## src/rtl/inst_fetch_mem.sv

```systemverilog
// Instruction fetch memory: a word-organised program store with a fixed-latency
// fetch port (ready/valid handshake) and a single-cycle program-load port.
module inst_fetch_mem #(
  parameter int unsigned           ADDR_WIDTH  = 16,
  parameter int unsigned           DATA_WIDTH  = 16,
  parameter int unsigned           DEPTH       = 64,
  parameter int unsigned           WAIT_STATES = 2,
  parameter logic [DATA_WIDTH-1:0] HALT_WORD   = 16'hEFFF
) (
  input  logic                  clk,
  input  logic                  rst,
  input  logic                  req,
  input  logic [ADDR_WIDTH-1:0] addr,
  output logic                  ready,
  output logic                  valid,
  output logic [DATA_WIDTH-1:0] data,
  output logic                  exc,
  input  logic                  load_en,
  input  logic [ADDR_WIDTH-1:0] load_addr,
  input  logic [DATA_WIDTH-1:0] load_data,
  output logic                  load_err
);

  localparam int unsigned CNT_W = (WAIT_STATES > 0) ? $clog2(WAIT_STATES + 1) : 1;
  localparam int unsigned IDX_W = (DEPTH > 1) ? $clog2(DEPTH) : 1;

  localparam logic [CNT_W-1:0]      CNT_INIT = CNT_W'(WAIT_STATES);
  localparam logic [CNT_W-1:0]      CNT_ONE  = CNT_W'(1);
  localparam logic [ADDR_WIDTH-2:0] WORD_LIM = (ADDR_WIDTH - 1)'(DEPTH);

  typedef enum logic [1:0] {
    ST_IDLE = 2'd0,
    ST_WAIT = 2'd1,
    ST_RESP = 2'd2
  } state_e;

  state_e                state_q, state_d;
  logic [CNT_W-1:0]      cnt_q, cnt_d;
  logic [DATA_WIDTH-1:0] pend_data_q, pend_data_d;
  logic                  pend_exc_q, pend_exc_d;
  logic [DATA_WIDTH-1:0] data_q, data_d;
  logic                  exc_q, exc_d;
  logic                  load_err_q, load_err_d;

  // Words are held XOR HALT_WORD, so an all-zero power-up image reads back as
  // HALT_WORD everywhere without any initialisation pass.
  logic [DATA_WIDTH-1:0] mem_q [DEPTH];

  logic                  accept;
  logic                  fetch_ok;
  logic                  load_ok;
  logic                  mem_we;
  logic [IDX_W-1:0]      fetch_idx;
  logic [IDX_W-1:0]      load_idx;
  logic [DATA_WIDTH-1:0] fetch_word;

  function automatic logic addr_legal(input logic [ADDR_WIDTH-1:0] a);
    return !a[0] && (a[ADDR_WIDTH-1:1] < WORD_LIM);
  endfunction

  assign ready  = (state_q != ST_WAIT);
  assign valid  = (state_q == ST_RESP);
  assign accept = req && ready;

  assign fetch_ok   = addr_legal(addr);
  assign fetch_idx  = addr[IDX_W:1];
  assign fetch_word = fetch_ok ? (mem_q[fetch_idx] ^ HALT_WORD) : '0;

  assign load_ok  = addr_legal(load_addr);
  assign load_idx = load_addr[IDX_W:1];
  assign mem_we   = load_en && load_ok;

  // NOTE: every variable gets its hold value first, so no path through this
  // block can leave one unassigned and infer a latch.
  always_comb begin
    state_d     = state_q;
    cnt_d       = cnt_q;
    pend_data_d = pend_data_q;
    pend_exc_d  = pend_exc_q;
    data_d      = data_q;
    exc_d       = exc_q;
    load_err_d  = load_en && !load_ok;

    unique case (state_q)
      ST_IDLE, ST_RESP: begin
        if (accept) begin
          if (WAIT_STATES == 0) begin
            state_d = ST_RESP;
            data_d  = fetch_word;
            exc_d   = !fetch_ok;
          end else begin
            state_d     = ST_WAIT;
            cnt_d       = CNT_INIT;
            pend_data_d = fetch_word;
            pend_exc_d  = !fetch_ok;
          end
        end else begin
          state_d = ST_IDLE;
        end
      end
      ST_WAIT: begin
        cnt_d = cnt_q - CNT_ONE;
        if (cnt_q == CNT_ONE) begin
          state_d = ST_RESP;
          data_d  = pend_data_q;
          exc_d   = pend_exc_q;
        end
      end
      default: begin
        state_d = ST_IDLE;
        cnt_d   = '0;
      end
    endcase
  end

  // NOTE: non-blocking updates make every flop and the memory sample pre-edge
  // values, which is what lets a same-edge load and fetch return the old word.
  always_ff @(posedge clk or negedge rst) begin
    if (!rst) begin
      state_q     <= ST_IDLE;
      cnt_q       <= '0;
      pend_data_q <= '0;
      pend_exc_q  <= 1'b0;
      data_q      <= '0;
      exc_q       <= 1'b0;
    end else begin
      state_q     <= state_d;
      cnt_q       <= cnt_d;
      pend_data_q <= pend_data_d;
      pend_exc_q  <= pend_exc_d;
      data_q      <= data_d;
      exc_q       <= exc_d;
    end
  end

  // NOTE: the storage array is deliberately not cleared by reset; reset only
  // blocks writes, so a loaded program survives a reset pulse.
  always_ff @(posedge clk or negedge rst) begin
    if (!rst) begin
      load_err_q <= 1'b0;
    end else begin
      load_err_q <= load_err_d;
      if (mem_we) begin
        mem_q[load_idx] <= load_data ^ HALT_WORD;
      end
    end
  end

  assign data     = data_q;
  assign exc      = exc_q;
  assign load_err = load_err_q;

endmodule

```

## config.mk

```make
export PLATFORM = sky130hd
export DESIGN_NAME = inst_fetch_mem
export DESIGN_NICKNAME = d
export VERILOG_FILES = /design/src/rtl/inst_fetch_mem.sv
export SDC_FILE = /design/constraint.sdc
export NUM_CORES = 1
export LEC_CHECK = 0
export BUFFER_PORTS_ARGS = -buffer_cell sky130_fd_sc_hd__buf_2
export CORE_MARGIN = 5
export CORE_UTILIZATION = 60
export CTS_CLUSTER_SIZE = 8
export DETAILED_ROUTE_END_ITERATION = 10
export PLACE_DENSITY_LB_ADDON = 0.3
export REMOVE_ABC_BUFFERS = 1
export SYNTH_ARGS = -nofsm -noshare
export SYNTH_HDL_FRONTEND = slang
export SYNTH_SLANG_ARGS = --single-unit
```

## constraint.sdc

```tcl
create_clock -name clk -period 2.03 [get_ports clk]
set_input_delay 0.406 -clock clk [delete_from_list [all_inputs] [get_ports clk]]
set_output_delay 0.406 -clock clk [all_outputs]
set_load 0.05 [all_outputs]
```

# Yosys cells after proc, flatten, opt, wreduce, memory -nomap -nowiden
# Memories as Yosys holds them, arrays and structs flattened.
# Cells that the tools add are included.
classes:
  n_addsub: 1
  order_cmp: 2
  eq_ne: 6
  muxes: 8
  bitwise_logic: 2
  n_reduce_logical: 14
ops:
  columns: ["op", "count"]
  rows:
  - ["less-than comparator 15 x 7 -> 1 bit (second input constant)", 2]
  - ["inverter 15 bit", 2]
  - ["2-to-1 mux 16 bit", 1]
  - ["case mux 2 bit (2 select lines)", 2]
  - ["logical AND 1 bit", 6]
  - ["equality test 2 x 1 -> 1 bit (second input constant)", 2]
  - ["zero test 1 bit", 4]
  - ["2-to-1 mux 2 bit", 2]
  - ["inequality test 2 bit (second input constant)", 2]
  - ["AND reduction 2 bit", 2]
  - ["2-to-1 mux 1 bit", 3]
  - ["equality test 2 bit (second input constant)", 1]
  - ["zero test 2 bit", 1]
  - ["inequality test 2 x 1 -> 1 bit (second input constant)", 1]
  - ["OR reduction 2 bit", 1]
  - ["subtractor 2 x 1 -> 2 bit (second input constant)", 1]
word_totals:
  reg_bits: 39
  ramBits: 1024
  input_bits: 52
  output_inout_bits: 20
  elab_cells: 41
  mem_count: 1
mem_list:
  columns: ["name", "depth", "word_bits", "rd", "rd_ports_with_merged_regs", "write_ports", "line", "rtl"]
  rows:
  - ["mem_q", 64, 16, 1, 0, 1, "47", "logic [DATA_WIDTH-1:0] mem_q [DEPTH];"]

# Logic depth before layout (Yosys ltp)
# Gate-level depths: netlist (run 1).
depth:
  ltp_word: 6
  ltp_mapped: 9
  mapped_depth_nobuf: 5

# Worst setup path before layout (run 1)
# OpenSTA, ideal clock, no wires.
synth_timing:
  path_type: "input-to-reg"
  startpoint: "input load_addr[10]"
  endpoint: "memory mem_q[63][0], enable pin"
  setup_time_ns: 0.389
  arrival_ns: 2.120
  required_ns: 1.641
  slack_ns: -0.479
  stages: 5
  path_buffers: 0
  path_cell_list: "nor4_1 > nand3_1 > nor3_1 > nand3_1 > nor2_1"
synth_between:
  elab_chain_cells: 6
synth_rtl:
  columns: ["item", "line", "rtl"]
  rows:
  - ["start: declaration", "19", "input logic [ADDR_WIDTH-1:0] load_addr,"]
  - ["less-than comparator 15 x 7 -> 1 bit", "58", "return !a[0] && (a[ADDR_WIDTH-1:1] < WORD_LIM);"]
  - ["logical AND 1 bit", "58", null]
  - ["logical AND 1 bit", "71", "assign mem_we = load_en && load_ok;"]
  - ["2-to-1 mux 1 bit", "143", "if (mem_we) begin"]
  - ["logical AND 1 bit (implied by the code)", "144", "mem_q[load_idx] <= load_data ^ HALT_WORD;"]
  - ["2-to-1 mux 1 bit (implied by the code)", "144", null]
  - ["end: declaration", "47", null]
# Every way passes these cells.

# Worst setup path in the final report (run 1)
layout_timing:
  startpoint: "memory mem_q[55][11]"
  endpoint: "register pend_data_q[11]"
layout_between:
  elab_chain_cells: 3
layout_rtl:
  columns: ["item", "line", "rtl"]
  rows:
  - ["memory (64 x 16 bit)", null, null]
  - ["inverter 15 bit (no source line)", null, null]
  - ["2-to-1 mux 16 bit", "67", "assign fetch_word = fetch_ok ? (mem_q[fetch_idx] ^ HALT_WORD) : '0;"]
  - ["end signal: assignment", "129", "pend_data_q <= pend_data_d;"]
  - ["end: declaration", "39", "logic [DATA_WIDTH-1:0] pend_data_q, pend_data_d;"]
# Every way passes these cells.
# A chain may end at the register's enable or synchronous reset.

==> out/metrics.cfg, run 1 <==
[run_status]
status=finished, violations left
violations=negative setup slack

[global_routing]
grt.total_usage=0.2907
grt_pass1_vias=22870
grt_pass1_wl_mm=154.9
grt_max_degree=65
antenna_found_initial=5
grt_overflow=0

[synthesis]
synth_area_mm2=0.04114
syn_avg_cell_area_um2=21.22
synth_edf_count=1024
ys.flop_type=edfxtp_1
ys_types=44
ys_seq_area_frac=0.7711
synthTopCellsByArea=edfxtp_1 75%, mux4_2 12%, dfrtp_1 2.4%
ys_seq_elements=1063
async_reset_ff_frac=0.03669
syn_inst=1939
yosys.area.top_type=edfxtp_1
synth_top_area_share=0.7474
ys_warn_count=0

[power_and_ir_drop]
vdd_drop_max_uv=809.6
power.density_mw_per_mm2=993.8
total_power_mw=49.52
p_leak_nw=16.80

[floorplanning]
rows=96
die_area_mm2=0.07391
top_level_ports=72
die_h_um=271.9
start_util=0.6020
core_mm2=0.06835
dieWidth_um=271.9

[clocking]
clk_pin_slew_ns=0.05
cts.sinks=1063
cts_max_path_buffers=3
cts_tree=built
htreeDepth=4
clockRootBuffer=clkbuf_16
cts_post_setup_buffers_inserted=0
insertion_delay_ns=0.74
cts_buffers=151

[drt]
viasPerCell=6.641
ant_nets=0
drt-initial-drc-count=2726
vias=22020
drt-total-wl_mm=105.3
dr.pass1.iters=7
route.detailed.drc=0
routedWlPerCell_um=31.75

[critical_path]
crit_path_end_kind=flop
startpoint_type=flop
cp_slowest_cell=mux4_2
critPathKind=flop to flop
worstPathRequired_ns=2.63
critPathMaxStageDelay_ns=0.51
path_buf_inv=1
crit_chain=mux4_2 -> a22oi_1 -> buf_4 -> a21oi_1 -> o41ai_2
arrival_ns=2.65
crit_family=compound AO/OA/AOI/OAI gates
cp_max_fo=1

[sta]
fin_skew_ns=0.02081
hold_violations=0
period_share=1.009
fin_ws_ns=-0.01804
max_slew_margin=0.1578
finalMaxSlewViolations=0
tns_ns=-0.01804
rsz0062_at_grt=true
period_needed_ns=2.048
fmax_mhz=488.3
worst_slew_pin_slew_ns=1.261
setup_viol=1

[final_layout]
syn_to_final_growth_pct=21.10
fin_nets=2409
drive_above_1_share=0.3468
final_util=0.7290

[flow_run]
max_cap_viol_count=0

[placed_design]
gp_congestion=0.8302
place_hpwl_mm=62.25
port_buffers=71

[min_path]
hold_class=input pin to flop

-- state kept, by name, summed over array words and instances (netlist names) --
signal       flops
load_err         1
state_q          2
data            16
pend_data_q     16
mem_q         1024
cnt_q            2
pend_exc_q       1
exc              1
-- cell usage in the layout (no fill, tap or decap), drive strengths merged, types with 2 or more instances in the layout --
cell and instances:
a32o 2, o21ai 6, a21boi 2, mux4 224
nor2b 37, diode 2, nand2b 4, nor4 4
o41ai 14, mux2 22, a21oi 34, a22oi 58
mux2i 97, nand3 33, nand3b 4, and2 3
nor2 76, dlygate4sd3 3, clkinv 8, o311ai 4
nand2 42, buf 371, dfrtp 39, a211oi 57
or3b 3, nor3 4, edfxtp 1024, clkbuf 212
inv 28
-- where the power goes --
group	switching, mW	total [mW]	leakage, nW	internal, mW
Clock	8.89	22.6	2.04	13.7
Sequential	0.0577	24.2	9.73	24.1
Combinational	1.65	2.75	5.03	1.10
Total	10.6	49.5	16.8	38.9
-- Yosys cell counts, types with 2 or more instances --
cell type,instances
buf_1,10
mux4_2,224
buf_4,12
a21oi_1,34
mux2i_1,97
inv_1,21
nand2_1,42
buf_2,26
a21boi_0,2
a32o_1,2
or3b_2,3
nand3b_1,4
nand2b_1,4
nand3_1,33
nor4_1,4
o21ai_0,6
mux2_2,22
edfxtp_1,1024
nor3_1,4
and2_1,3
o311ai_0,4
buf_6,14
dfrtp_1,39
nor2_1,76
a22oi_1,58
nor2b_1,37
o41ai_2,14
clkbuf_1,48
a211oi_1,57
-- worst paths after layout --
| kind | from | end | slack, ns | cells past startpoint |
|---|---|---|---|---|
| max | mem_q[55][11] | pend_data_q[11] | -0.02 | 5 |
| min | load_data[10] | mem_q[2][10] | 0.13 | 2 |
| max in group asynchronous | rst | pend_data_q[0] | 1.03 | 3 |
| min reg2reg | data[3] | data[3] | 0.50 | 1 |
| min in group asynchronous | rst | pend_data_q[3] | 0.52 | 3 |
| max reg2reg | mem_q[55][11] | pend_data_q[11] | -0.02 | 5 |
-- metrics by stage --
step	hold WS (ns)	setup slack [ns]	std cells	cell area, um^2
after floorplan	0.1104	-0.4787	1829	40550
after global placement	0.4829	-0.9398	3082	45410
after detailed placement	0.4900	-1.040	3082	45410
after CTS	0.09812	0.001878	3313	49760
after global routing	0.1361	-0.06331	3313	49820
final	0.1335	-0.01804	3315	49820
-- layer usage --
metal / wire [um] / up-vias / GRT usage
met5: 20 / - / 0
met4: 3609 / 4 / 0.1051
met3: 11630 / 195 / 0.07038
met2: 51180 / 1370 / 0.4586
met1: 38820 / 11540 / 0.4064
li1: - / 8908 / -
-- worst reg2reg max path, stage by stage, from the launching register on --
cell,delay [ns]
edfxtp_1,0.38
mux4_2,0.51
a22oi_1,0.21
buf_4,0.18
a21oi_1,0.22
o41ai_2,0.43
-- final cells by class --
class | count | area [um^2]
antenna | 2 | 5.005
clock buffer | 212 | 4029
clock inverter | 16 | 220.2
fill | 3726 | 18520
inverter | 21 | 78.83
multi-input combinational | 745 | 8851
sequential | 1063 | 31730
tap | 882 | 1104
timing repair buffer | 374 | 3811
-- repair_timing --
item                                   CTS  global route
cloned                                   0             0
setup endpoints to repair                9            24
gates resized for setup                 15            15
pin swaps                                0             5
hold buffers                             3             0
endpoints found under the hold margin   42             0
-- logic make-up after synthesis --
family,after synthesis,synth area share
mux,343,0.1522
simple gates,218,0.02542
flops,1063,0.7711
compound gates,183,0.03452
buf+inv,131,0.01639
fa+ha+maj,1,0.0003041
Power figures use the tool's default switching activity.
==> run 2, diff against run 1 <==
==> constraint.sdc (replaced) <==
create_clock -name clk -period 2.03 [get_ports clk]
set_input_delay 0.3045 -clock clk [delete_from_list [all_inputs] [get_ports clk]]
set_output_delay 0.3045 -clock clk [all_outputs]
set_load 0.05 [all_outputs]
==> run 2 against run 1 <==
Against the previous run:
- largest cell class unchanged
- the flow still finishes with violations (negative setup slack)
- routed wire length grew 1.8%
- die area did not move
- critical endpoint is now pend_data_q[14]
- worst hold slack worse by 0.078 ns
- sequential share of layout area decreased by 0.11 points
- utilization is 0.13 points higher
- highest routed layer unchanged
==> out/metrics.cfg, run 2 (synthesis gave the netlist of run 1 again) <==
[global_routing]
grt_pass1_wl_mm=157.1
grt.total_usage=0.2961
grt_overflow=0
use_met3=0.07778
top_usage_layer=met2
grt_max_degree=65
grt_pass1_vias=22900
grt_util_met1=0.4115
antenna_found_initial=6
use_met2=0.4669

[placed_design]
gp_congestion=0.8669
dp.cells=3092
place_hpwl_mm=64.05
port_buffers=71

[sta]
period_share=1.021
worst_slew_pin_slew_ns=1.228
period_needed_ns=2.072
fin_ws_ns=-0.04171
setup_viol=2
fmax_mhz=482.7
rsz0062_at_grt=true
finalMaxSlewViolations=0
fin_skew_ns=0.02019
hold_violations=0
max_slew_margin=0.1792

[clocking]
insertion_delay_ns=0.73
clockRootBuffer=clkbuf_16
htreeDepth=4
cts_tree=built
clk_pin_slew_ns=0.05
cts_buffers=150
cts_max_path_buffers=3
cts.sinks=1063

[min_path]
hold_class=input pin to flop

[final_layout]
fin_nets=2420
finalNonFillerCells=3317
syn_to_final_growth_pct=21.32
fill_cells=3710
final_util=0.7303
largest_register_ffs=1024
regArea_mm2=0.03173
top_register=mem_q
multi_input_area_mm2=0.008855
drive_above_1_share=0.3468
final_cell_mix=1,024 x edfxtp_1, 224 x mux4_2, 217 x buf_4
final_common_cell=edfxtp_1

[critical_path]
critPathKind=flop to flop
crit_chain=mux4_2 -> mux4_2 -> o211ai_4 -> a32o_2
crit_path_end_kind=flop
path_buf_inv=0
crit_top_cell=mux4_2
worstPathRequired_ns=2.69
cp_max_fo=1
cp_slowest_cell=mux4_2
critPathMaxStageDelay_ns=0.59
startpoint_type=flop
arrival_ns=2.73
crit_family=multiplexers

[drt]
dr.pass1.iters=6
ant_nets=0
routedWlPerCell_um=32.31
viasPerCell=6.681
route.detailed.drc=0
drt-initial-drc-count=2761
vias=22160
drt-total-wl_mm=107.2

[power_and_ir_drop]
combPwrFrac=0.056
power_frac_seq=0.488
p_int_mw=39.07
clock_power_share=0.456
p_leak_nw=16.87
switching_share=0.2120
vdd_drop_max_uv=931.2
power.density_mw_per_mm2=993.3
p_sw_mw=10.51

[floorplanning]
core_mm2=0.06835
die_h_um=271.9
dieWidth_um=271.9
die_area_mm2=0.07391
rows=96
start_util=0.6020
top_level_ports=72

[flow_run]
max_cap_viol_count=0

[run_status]
violations=negative setup slack
status=finished, violations left

run 2: changes by cell type in the layout (fill, tap and decap cells not counted), sizes merged:
cell | previous run | this run
buf | 371 | 380
diode | 2 | 1
dlygate4sd3 | 3 | 5
inv | 28 | 24
clkinv | 8 | 5
clkinvlp | 1 | 0
run 2: worst paths after layout:
kind / startpoint / to / slack (ns) / cells after the start
worst max-delay path: mem_q[63][14] / pend_data_q[14] / -0.04 / 4
worst min register to register: pend_data_q[8] / pend_data_q[8] / 0.48 / 2
worst max register to register: mem_q[63][14] / pend_data_q[14] / -0.04 / 4
min in group asynchronous: rst / data[1] / 0.44 / 3
max in group asynchronous: rst / pend_data_q[14] / 1.13 / 3
worst min-delay path: load_data[2] / mem_q[1][2] / 0.06 / 2
run 2: power groups by stage:
stage          Combinational (mW)  Sequential [mW]  Clock, mW
6_report                     2.78             24.2       22.6
5_1_grt                      2.91             24.2       23.9
4_1_cts                      2.74             24.2       22.8
3_5_place_dp                 2.68             24.6          0
3_3_place_gp                 2.60             24.6          0
2_1_floorplan                1.11             24.6          0
run 2: layout make-up:
class,instances,share of cell area
multi-input combinational,745,0.1774
antenna,1,0.00005013
inverter,21,0.001579
sequential,1063,0.6356
clock buffer,211,0.08235
timing repair buffer,386,0.07876
tap,882,0.02211
clock inverter,8,0.002156
run 2: timing repair:
action	4_1_cts	5_1_grt
setup endpoints to repair	8	27
gates cloned	0	0
pin swaps	2	4
endpoints found under the hold margin	49	0
gates resized for setup	9	16
setup buffers	0	0
hold buffers	5	0
run 2: through the flow:
stage | worst slack (ns) | hold slack [ns] | instance area (um^2) | TNS [ns] | power, mW
final | -0.04171 | 0.05545 | 49910 | -0.04554 | 49.58
after global routing | -0.06288 | 0.06770 | 49910 | -0.09326 | 50.98
after CTS | -0.01190 | 0.02724 | 49830 | -0.01190 | 49.74
after detailed placement | -0.6847 | 0.4632 | 45520 | -224.98 | 27.27
after global placement | -0.6794 | 0.4688 | 45520 | -144.92 | 27.18
after floorplan | -0.3772 | 0.008909 | 40550 | -344.31 | 25.74
run 2: worst reg2reg max path: stages (launching register included):
cell and delay, ns:
edfxtp_1 0.38, mux4_2 0.59, mux4_2 0.57, o211ai_4 0.25
a32o_2 0.22
run 2: metal layers:
metal	routed length [um]	part of all wire
met5	54	0.00050
met2	52390	0.49
met1	38570	0.36
met4	3751	0.035
met3	12400	0.12
